File: src/rtl/fill_ram_pkg.sv
// Shared constants and state types for the RAM fill engine and the read-back checker.
package fill_ram_pkg;

    localparam int RAM_SIZE   = 1048576;
    localparam int BLOCK_SIZE = 4096;
    localparam int DW_DEFAULT = 512;
    localparam int BEATS      = BLOCK_SIZE / (DW_DEFAULT / 8);
    localparam int NBLK       = RAM_SIZE / BLOCK_SIZE;
    localparam logic [31:0] FIRST_DATA = 32'hC000_0000;

    localparam logic [1:0] BURST_INCR = 2'd1;
    localparam logic [1:0] RESP_OKAY  = 2'd0;

    typedef enum logic [1:0] {
        AR_IDLE,
        AR_RUN,
        AR_FINISH
    } ar_state_e;

    typedef enum logic {
        R_IDLE,
        R_RUN
    } r_state_e;

endpackage

File: src/rtl/axi_burst_tracker.sv
// Counts read bursts in flight; can_issue_o reflects the count after this cycle's updates.
module axi_burst_tracker
    import fill_ram_pkg::*;
#(
    parameter int MAX_OUTSTANDING = 4,
    parameter int CW              = 4
) (
    input  logic clk,
    input  logic reset,
    input  logic ar_hs_i,
    input  logic r_last_hs_i,
    output logic can_issue_o
);

    logic [CW-1:0] cnt_q, cnt_d;

    always_comb begin
        cnt_d = cnt_q;
        if (ar_hs_i && !r_last_hs_i) begin
            cnt_d = cnt_q + 1'b1;
        end else if (!ar_hs_i && r_last_hs_i && (cnt_q != '0)) begin
            cnt_d = cnt_q - 1'b1;
        end
    end

    assign can_issue_o = (cnt_d < CW'(MAX_OUTSTANDING));

    always_ff @(posedge clk or posedge reset) begin
        if (reset) begin
            cnt_q <= '0;
        end else begin
            cnt_q <= cnt_d;
        end
    end

endmodule

File: src/rtl/check_ram.sv
// AXI4 read master that streams back the filled RAM region and checks the incrementing pattern.
// Define CHECK_RRESP_EN to also flag any non-OKAY read response as an error beat.
module check_ram #(
    parameter int          DW              = 512,
    parameter int          AW              = 20,
    parameter logic [31:0] FIRST_DATA      = fill_ram_pkg::FIRST_DATA,
    parameter int          RAM_SIZE        = fill_ram_pkg::RAM_SIZE,
    parameter int          BLOCK_SIZE      = fill_ram_pkg::BLOCK_SIZE,
    parameter int          MAX_OUTSTANDING = 4
) (
    input  logic          clk,
    input  logic          reset,
    input  logic          start,
    output logic          busy,
    output logic          done,
    output logic          pass,
    output logic [31:0]   error_count,
    output logic [AW-1:0] first_error_addr,
    output logic [AW-1:0] M_AXI_ARADDR,
    output logic          M_AXI_ARVALID,
    input  logic          M_AXI_ARREADY,
    output logic [7:0]    M_AXI_ARLEN,
    output logic [2:0]    M_AXI_ARSIZE,
    output logic [1:0]    M_AXI_ARBURST,
    output logic [3:0]    M_AXI_ARID,
    output logic [3:0]    M_AXI_ARCACHE,
    output logic [3:0]    M_AXI_ARQOS,
    output logic [2:0]    M_AXI_ARPROT,
    output logic          M_AXI_ARLOCK,
    input  logic [DW-1:0] M_AXI_RDATA,
    input  logic          M_AXI_RVALID,
    input  logic [1:0]    M_AXI_RRESP,
    input  logic          M_AXI_RLAST,
    output logic          M_AXI_RREADY
);
    import fill_ram_pkg::*;

    localparam int BYTES   = DW / 8;
    localparam int N_BEATS = BLOCK_SIZE / BYTES;
    localparam int N_BLK   = RAM_SIZE / BLOCK_SIZE;
    localparam int BEAT_W  = $clog2(N_BEATS);
    localparam int BLK_W   = (N_BLK > 1) ? $clog2(N_BLK) : 1;
    localparam int ARCNT_W = $clog2(N_BLK + 1);
    localparam int SZ_SH   = $clog2(BYTES);
    localparam int BLK_SH  = $clog2(BLOCK_SIZE);
    localparam int OUT_W   = $clog2(MAX_OUTSTANDING + 1);

    ar_state_e            ar_state_q;
    logic                 arvalid_q;
    logic [AW-1:0]        araddr_q;
    logic [ARCNT_W-1:0]   ar_cnt_q;

    r_state_e             r_state_q;
    logic                 rready_q;
    logic                 busy_q;
    logic                 done_q;
    logic                 pass_q;
    logic [31:0]          err_cnt_q;
    logic [AW-1:0]        first_err_q;
    logic [DW-1:0]        exp_q;
    logic [BEAT_W-1:0]    beat_q;
    logic [BLK_W-1:0]     blk_q;

    logic start_acc, ar_hs, last_ar, can_issue;
    logic r_hs, r_last_hs, beat_last, final_beat, beat_err;
    logic [AW-1:0] err_addr;

    assign start_acc  = start && (ar_state_q == AR_IDLE) && (r_state_q == R_IDLE);
    assign ar_hs      = arvalid_q && M_AXI_ARREADY;
    assign last_ar    = (ar_cnt_q == ARCNT_W'(N_BLK - 1));
    assign r_hs       = M_AXI_RVALID && rready_q;
    assign r_last_hs  = r_hs && M_AXI_RLAST;
    assign beat_last  = (beat_q == BEAT_W'(N_BEATS - 1));
    assign final_beat = beat_last && (blk_q == BLK_W'(N_BLK - 1));
    assign err_addr   = (AW'(blk_q) << BLK_SH) | (AW'(beat_q) << SZ_SH);

    always_comb begin
        beat_err = (M_AXI_RDATA != exp_q) || (M_AXI_RLAST != beat_last);
`ifdef CHECK_RRESP_EN
        beat_err = beat_err || (M_AXI_RRESP != RESP_OKAY);
`endif
    end

`ifndef CHECK_RRESP_EN
    logic unused_rresp;
    assign unused_rresp = ^M_AXI_RRESP;
`endif

    axi_burst_tracker #(
        .MAX_OUTSTANDING (MAX_OUTSTANDING),
        .CW              (OUT_W)
    ) u_tracker (
        .clk         (clk),
        .reset       (reset),
        .ar_hs_i     (ar_hs),
        .r_last_hs_i (r_last_hs),
        .can_issue_o (can_issue)
    );

    // Address channel: one INCR burst per block, throttled by the in-flight limit.
    always_ff @(posedge clk or posedge reset) begin
        if (reset) begin
            ar_state_q <= AR_IDLE;
            arvalid_q  <= 1'b0;
            araddr_q   <= '0;
            ar_cnt_q   <= '0;
        end else begin
            case (ar_state_q)
                AR_IDLE: begin
                    if (start_acc) begin
                        araddr_q   <= '0;
                        ar_cnt_q   <= '0;
                        arvalid_q  <= 1'b1;
                        ar_state_q <= AR_RUN;
                    end
                end
                AR_RUN: begin
                    if (ar_hs) begin
                        araddr_q <= araddr_q + AW'(BLOCK_SIZE);
                        ar_cnt_q <= ar_cnt_q + 1'b1;
                        if (last_ar) begin
                            arvalid_q  <= 1'b0;
                            ar_state_q <= AR_FINISH;
                        end else begin
                            arvalid_q <= can_issue;
                        end
                    end else if (!arvalid_q) begin
                        arvalid_q <= can_issue;
                    end
                end
                AR_FINISH: begin
                    if (r_hs && final_beat) begin
                        ar_state_q <= AR_IDLE;
                    end
                end
                default: ar_state_q <= AR_IDLE;
            endcase
        end
    end

    // Data channel: beat/block position is counted by handshakes, independent of RLAST.
    always_ff @(posedge clk or posedge reset) begin
        if (reset) begin
            r_state_q   <= R_IDLE;
            rready_q    <= 1'b0;
            busy_q      <= 1'b0;
            done_q      <= 1'b0;
            pass_q      <= 1'b0;
            err_cnt_q   <= '0;
            first_err_q <= '0;
            exp_q       <= '0;
            beat_q      <= '0;
            blk_q       <= '0;
        end else begin
            done_q <= 1'b0;
            case (r_state_q)
                R_IDLE: begin
                    if (start_acc) begin
                        err_cnt_q   <= '0;
                        first_err_q <= '0;
                        pass_q      <= 1'b0;
                        exp_q       <= DW'(FIRST_DATA);
                        beat_q      <= '0;
                        blk_q       <= '0;
                        rready_q    <= 1'b1;
                        busy_q      <= 1'b1;
                        r_state_q   <= R_RUN;
                    end
                end
                R_RUN: begin
                    if (r_hs) begin
                        exp_q  <= exp_q + 1'b1;
                        beat_q <= beat_last ? '0 : beat_q + 1'b1;
                        if (beat_last) begin
                            blk_q <= blk_q + 1'b1;
                        end
                        if (beat_err) begin
                            if (err_cnt_q != '1) begin
                                err_cnt_q <= err_cnt_q + 1'b1;
                            end
                            if (err_cnt_q == '0) begin
                                first_err_q <= err_addr;
                            end
                        end
                        if (final_beat) begin
                            rready_q  <= 1'b0;
                            busy_q    <= 1'b0;
                            done_q    <= 1'b1;
                            pass_q    <= (err_cnt_q == '0) && !beat_err;
                            r_state_q <= R_IDLE;
                        end
                    end
                end
                default: r_state_q <= R_IDLE;
            endcase
        end
    end

    assign busy             = busy_q;
    assign done             = done_q;
    assign pass             = pass_q;
    assign error_count      = err_cnt_q;
    assign first_error_addr = first_err_q;

    assign M_AXI_ARADDR  = araddr_q;
    assign M_AXI_ARVALID = arvalid_q;
    assign M_AXI_ARLEN   = 8'(N_BEATS - 1);
    assign M_AXI_ARSIZE  = 3'(SZ_SH);
    assign M_AXI_ARBURST = BURST_INCR;
    assign M_AXI_ARID    = 4'd0;
    assign M_AXI_ARCACHE = 4'd0;
    assign M_AXI_ARQOS   = 4'd0;
    assign M_AXI_ARPROT  = 3'd0;
    assign M_AXI_ARLOCK  = 1'b0;
    assign M_AXI_RREADY  = rready_q;

endmodule

File: config.mk
export PLATFORM = sky130hd
export DESIGN_NAME = check_ram
export DESIGN_NICKNAME = d
export VERILOG_FILES = /design/src/rtl/fill_ram_pkg.sv /design/src/rtl/axi_burst_tracker.sv /design/src/rtl/check_ram.sv
export SDC_FILE = /design/constraint.sdc
export NUM_CORES = 2
export LEC_CHECK = 0
export CORE_ASPECT_RATIO = 1.2
export CORE_MARGIN = 3
export CORE_UTILIZATION = 40
export CTS_BUF_LIST = sky130_fd_sc_hd__clkbuf_2 sky130_fd_sc_hd__clkbuf_4 sky130_fd_sc_hd__clkbuf_8
export DETAILED_ROUTE_END_ITERATION = 16
export DONT_BUFFER_PORTS = 1
export PLACE_DENSITY = 0.52
export SETUP_SLACK_MARGIN = 0.02
export SLEW_MARGIN = 30
export SYNTH_ARGS = -nofsm -noshare
export SYNTH_HDL_FRONTEND = slang
export SYNTH_SLANG_ARGS = --single-unit
File: constraint.sdc
create_clock -name clk -period 27 [get_ports clk]
set_input_delay 4.05 -clock clk [delete_from_list [all_inputs] [get_ports clk]]
set_output_delay 4.05 -clock clk [all_outputs]
set_load 0.02 [all_outputs]
==> results.yml <==
outcome:
  status: "finished, final reports clean"
timing:
  fin_ws_ns: 18.54
  finalCriticalPeriod_ns: 8.46
  fin_skew_ns: 0.0522
  finalSetupTns_ns: 0
  setup_violations: 0
  hold_viol_final: 0
  period_share_pct: 31.3
  fmax_mhz: 118
  rsz0062_at_grt: "false"
  tightestPinTransition_ns: 1.21
  maxSlewViolCount: 0
  slew_headroom_pct: 18.7
synthesis:
  synthArstFlopShare_pct: 100
  synthTopCellsByCount: "nor2_1 (697), dfrtp_1 (599), xnor2_1 (388), nand2_1 (382), xor2_1 (355)"
  synth_flop_cell: "dfrtp_1"
  synth_area_sq_mm: 0.0409
  netlist_instances: 5012
  synth_most_common_cell: "nor2_1"
  yosys-top-cells-area: "dfrtp_1 (37%), xnor2_1 (8.3%), xor2_1 (7.6%), nor2_1 (6.4%), nand4_1 (5.3%)"
  synth.top_cell.area_share_pct: 36.6
  ys_seq_elements: 599
  yosys.area.top_type: "dfrtp_1"
  synth_edf_count: 0
  ys_types: 67
  yosys_warnings: 0
  ys_seq_area_share_pct: 36.6
  syn_avg_cell_area_sq_um: 8.16
floorplanning:
  dieArea_sq_mm: 0.106
  coreArea_sq_mm: 0.101
  start_util_pct: 40.6
  dieHeight_um: 356
  rows: 127
  fp.dieW_um: 298
  ios: 626
critical_path:
  critPathRequiredTime_ns: 27.80
  worst-setup-path-type: "in2reg"
  endpoint_kind: "register"
  start_kind: "input port"
  crit_fanout: 19
  critPathArrivalTime_ns: 9.26
detailed_routing:
  via_count: 44942
  drc: 0
  drtAntennaViolNets: 0
  viasPerCell: 6.81
  routedWlPerCell_um: 44.4
  drt_iter0_markers: 7003
  firstDrtPassIters: 9
  routed_wl_mm: 293
cts:
  cts-root-buf: "clkbuf_8"
  cts-resized-gates: 0
  cts_buffers: 107
  cts_tree: "built"
  clkSlewWorstSetupHoldPaths_ns: 0.06
  clock_latency_ns: 0.91
  htree_num_levels: 3
  clkSinkCount: 599
  clockBufferDepth: 3
  ctsHoldBuffers: 0
  cts_setup_buffers: 0
global_routing:
  antenna_found_initial: 83
  grt.total_usage_pct: 53.5
  grt_pass1_vias: 41244
  grt_max_degree: 171
  grt_pass1_wl_mm: 381
  globalRouteOverflowTotal: 0
placement:
  dpl.hpwl_mm: 245
  port_buffers: 0
  place_congestion: 1.16
  preCtsSetupSlack_ns: 18.06
finish:
  nNetsFinal: 5550
  drive_gt1_share_pct: 7.17
  syn_to_final_growth_pct: 11.2
  finish.utilization_pct: 45.2
pwr:
  power_density_mw_per_mm2: 53.9
  p_leak_nw: 17.9
  fin_total_pwr_mw: 2.45
  peakVddDrop_v: 0.0000434
hold_path:
  holdCritPathClass: "reg2reg"
job:
  drv_cap: 0
-- stage by stage --
stage	instances	hold slack [ns]	area [sq um]
6_report	6595	0.507	45500
5_1_grt	6500	0.536	45300
4_1_cts	6459	0.499	45000
3_5_place_dp	6264	0.481	42600
3_3_place_gp	6264	0.471	42500
2_1_floorplan	5057	0.450	41100
-- kinds of logic after synthesis --
logic type               Yosys count  share of synthesized area (%)
XOR/XNOR                         743                           15.9
buffers and inverters            472                           4.81
flip-flops                       599                           36.6
AO/OA/AOI/OAI                    448                           7.46
adder cells (fa/ha/maj)           11                          0.336
other                              2                         0.0184
AND/OR/NAND/NOR                 2734                           34.7
multiplexers                       3                         0.0734
-- registers in the layout (all words and copies together) (netlist names), 2 cells and up --
register / count
ar_state_q: 2
first_error_addr: 14
u_tracker.cnt_q: 3
ar_cnt_q: 9
beat_q: 6
exp_q: 512
blk_q: 8
M_AXI_ARADDR: 8
error_count: 32
-- cell type report --
cell class	count	area [sq um]
diodes	136	340
clock buffers	171	2180
clock inverters	24	245
fillers	10349	55200
inverters	235	890
multi-input cells	3986	24500
flip-flops and latches	599	15000
well taps	1354	1690
repair buffers	90	713
-- where the power goes --
part | internal (mW) | switching, mW
combinational | 0.103 | 0.291
sequential | 0.948 | 0.103
clock | 0.542 | 0.464
total | 1.59 | 0.857
-- critical path: stages --
cell and delay (ns):
or4b_2 0.87, buf_4 0.39, a211oi_2 0.40, nand4_1 0.58, nor3_1 0.87, nand4_1 0.20
nor3_2 0.60, nand4_1 0.47, or4_1 0.61, a21oi_1 0.15
-- routing by layer --
layer  up-vias  global-route usage (%)  wire, um
li1      17903                       -         -
met1     21917                    58.0     97800
met2      3867                    75.0    117000
met3      1241                    26.6     42200
met4        14                    51.7     35400
met5         -                    1.26       187
-- cell usage in the layout, fill, tap and decap left out, drive strengths merged, types with 18 or more instances in the layout --
cell type,netlist,routed
a2111o,19,19
a2111oi,28,28
a21oi,76,76
a22o,25,25
and2,47,47
and3,113,113
and4,73,73
buf,68,90
clkbuf,169,171
conb,2,47
dfrtp,599,599
diode,0,136
inv,235,241
nand2,382,382
nand2b,67,67
nand3,299,299
nand4,346,346
nor2,697,697
nor2b,104,104
nor3,199,199
nor4,199,199
o2111ai,18,18
o21ai,102,102
o22ai,71,71
o31ai,44,44
or3,96,96
or4,52,52
xnor2,388,388
xor2,355,355
-- path summary, 6_finish.rpt --
path,from,to,slack (ns),depth (start not counted)
setup / recovery,start,exp_q[495],18.54,10
min in group asynchronous,reset,first_error_addr[14],3.14,1
hold / removal,ar_cnt_q[8],ar_cnt_q[8],0.51,2
hold reg to reg,ar_cnt_q[8],ar_cnt_q[8],0.51,2
setup reg to reg,exp_q[139],exp_q[394],20.88,9
max in group asynchronous,reset,exp_q[302],21.70,3
No activity file was read; power rests on OpenSTA's default activity.
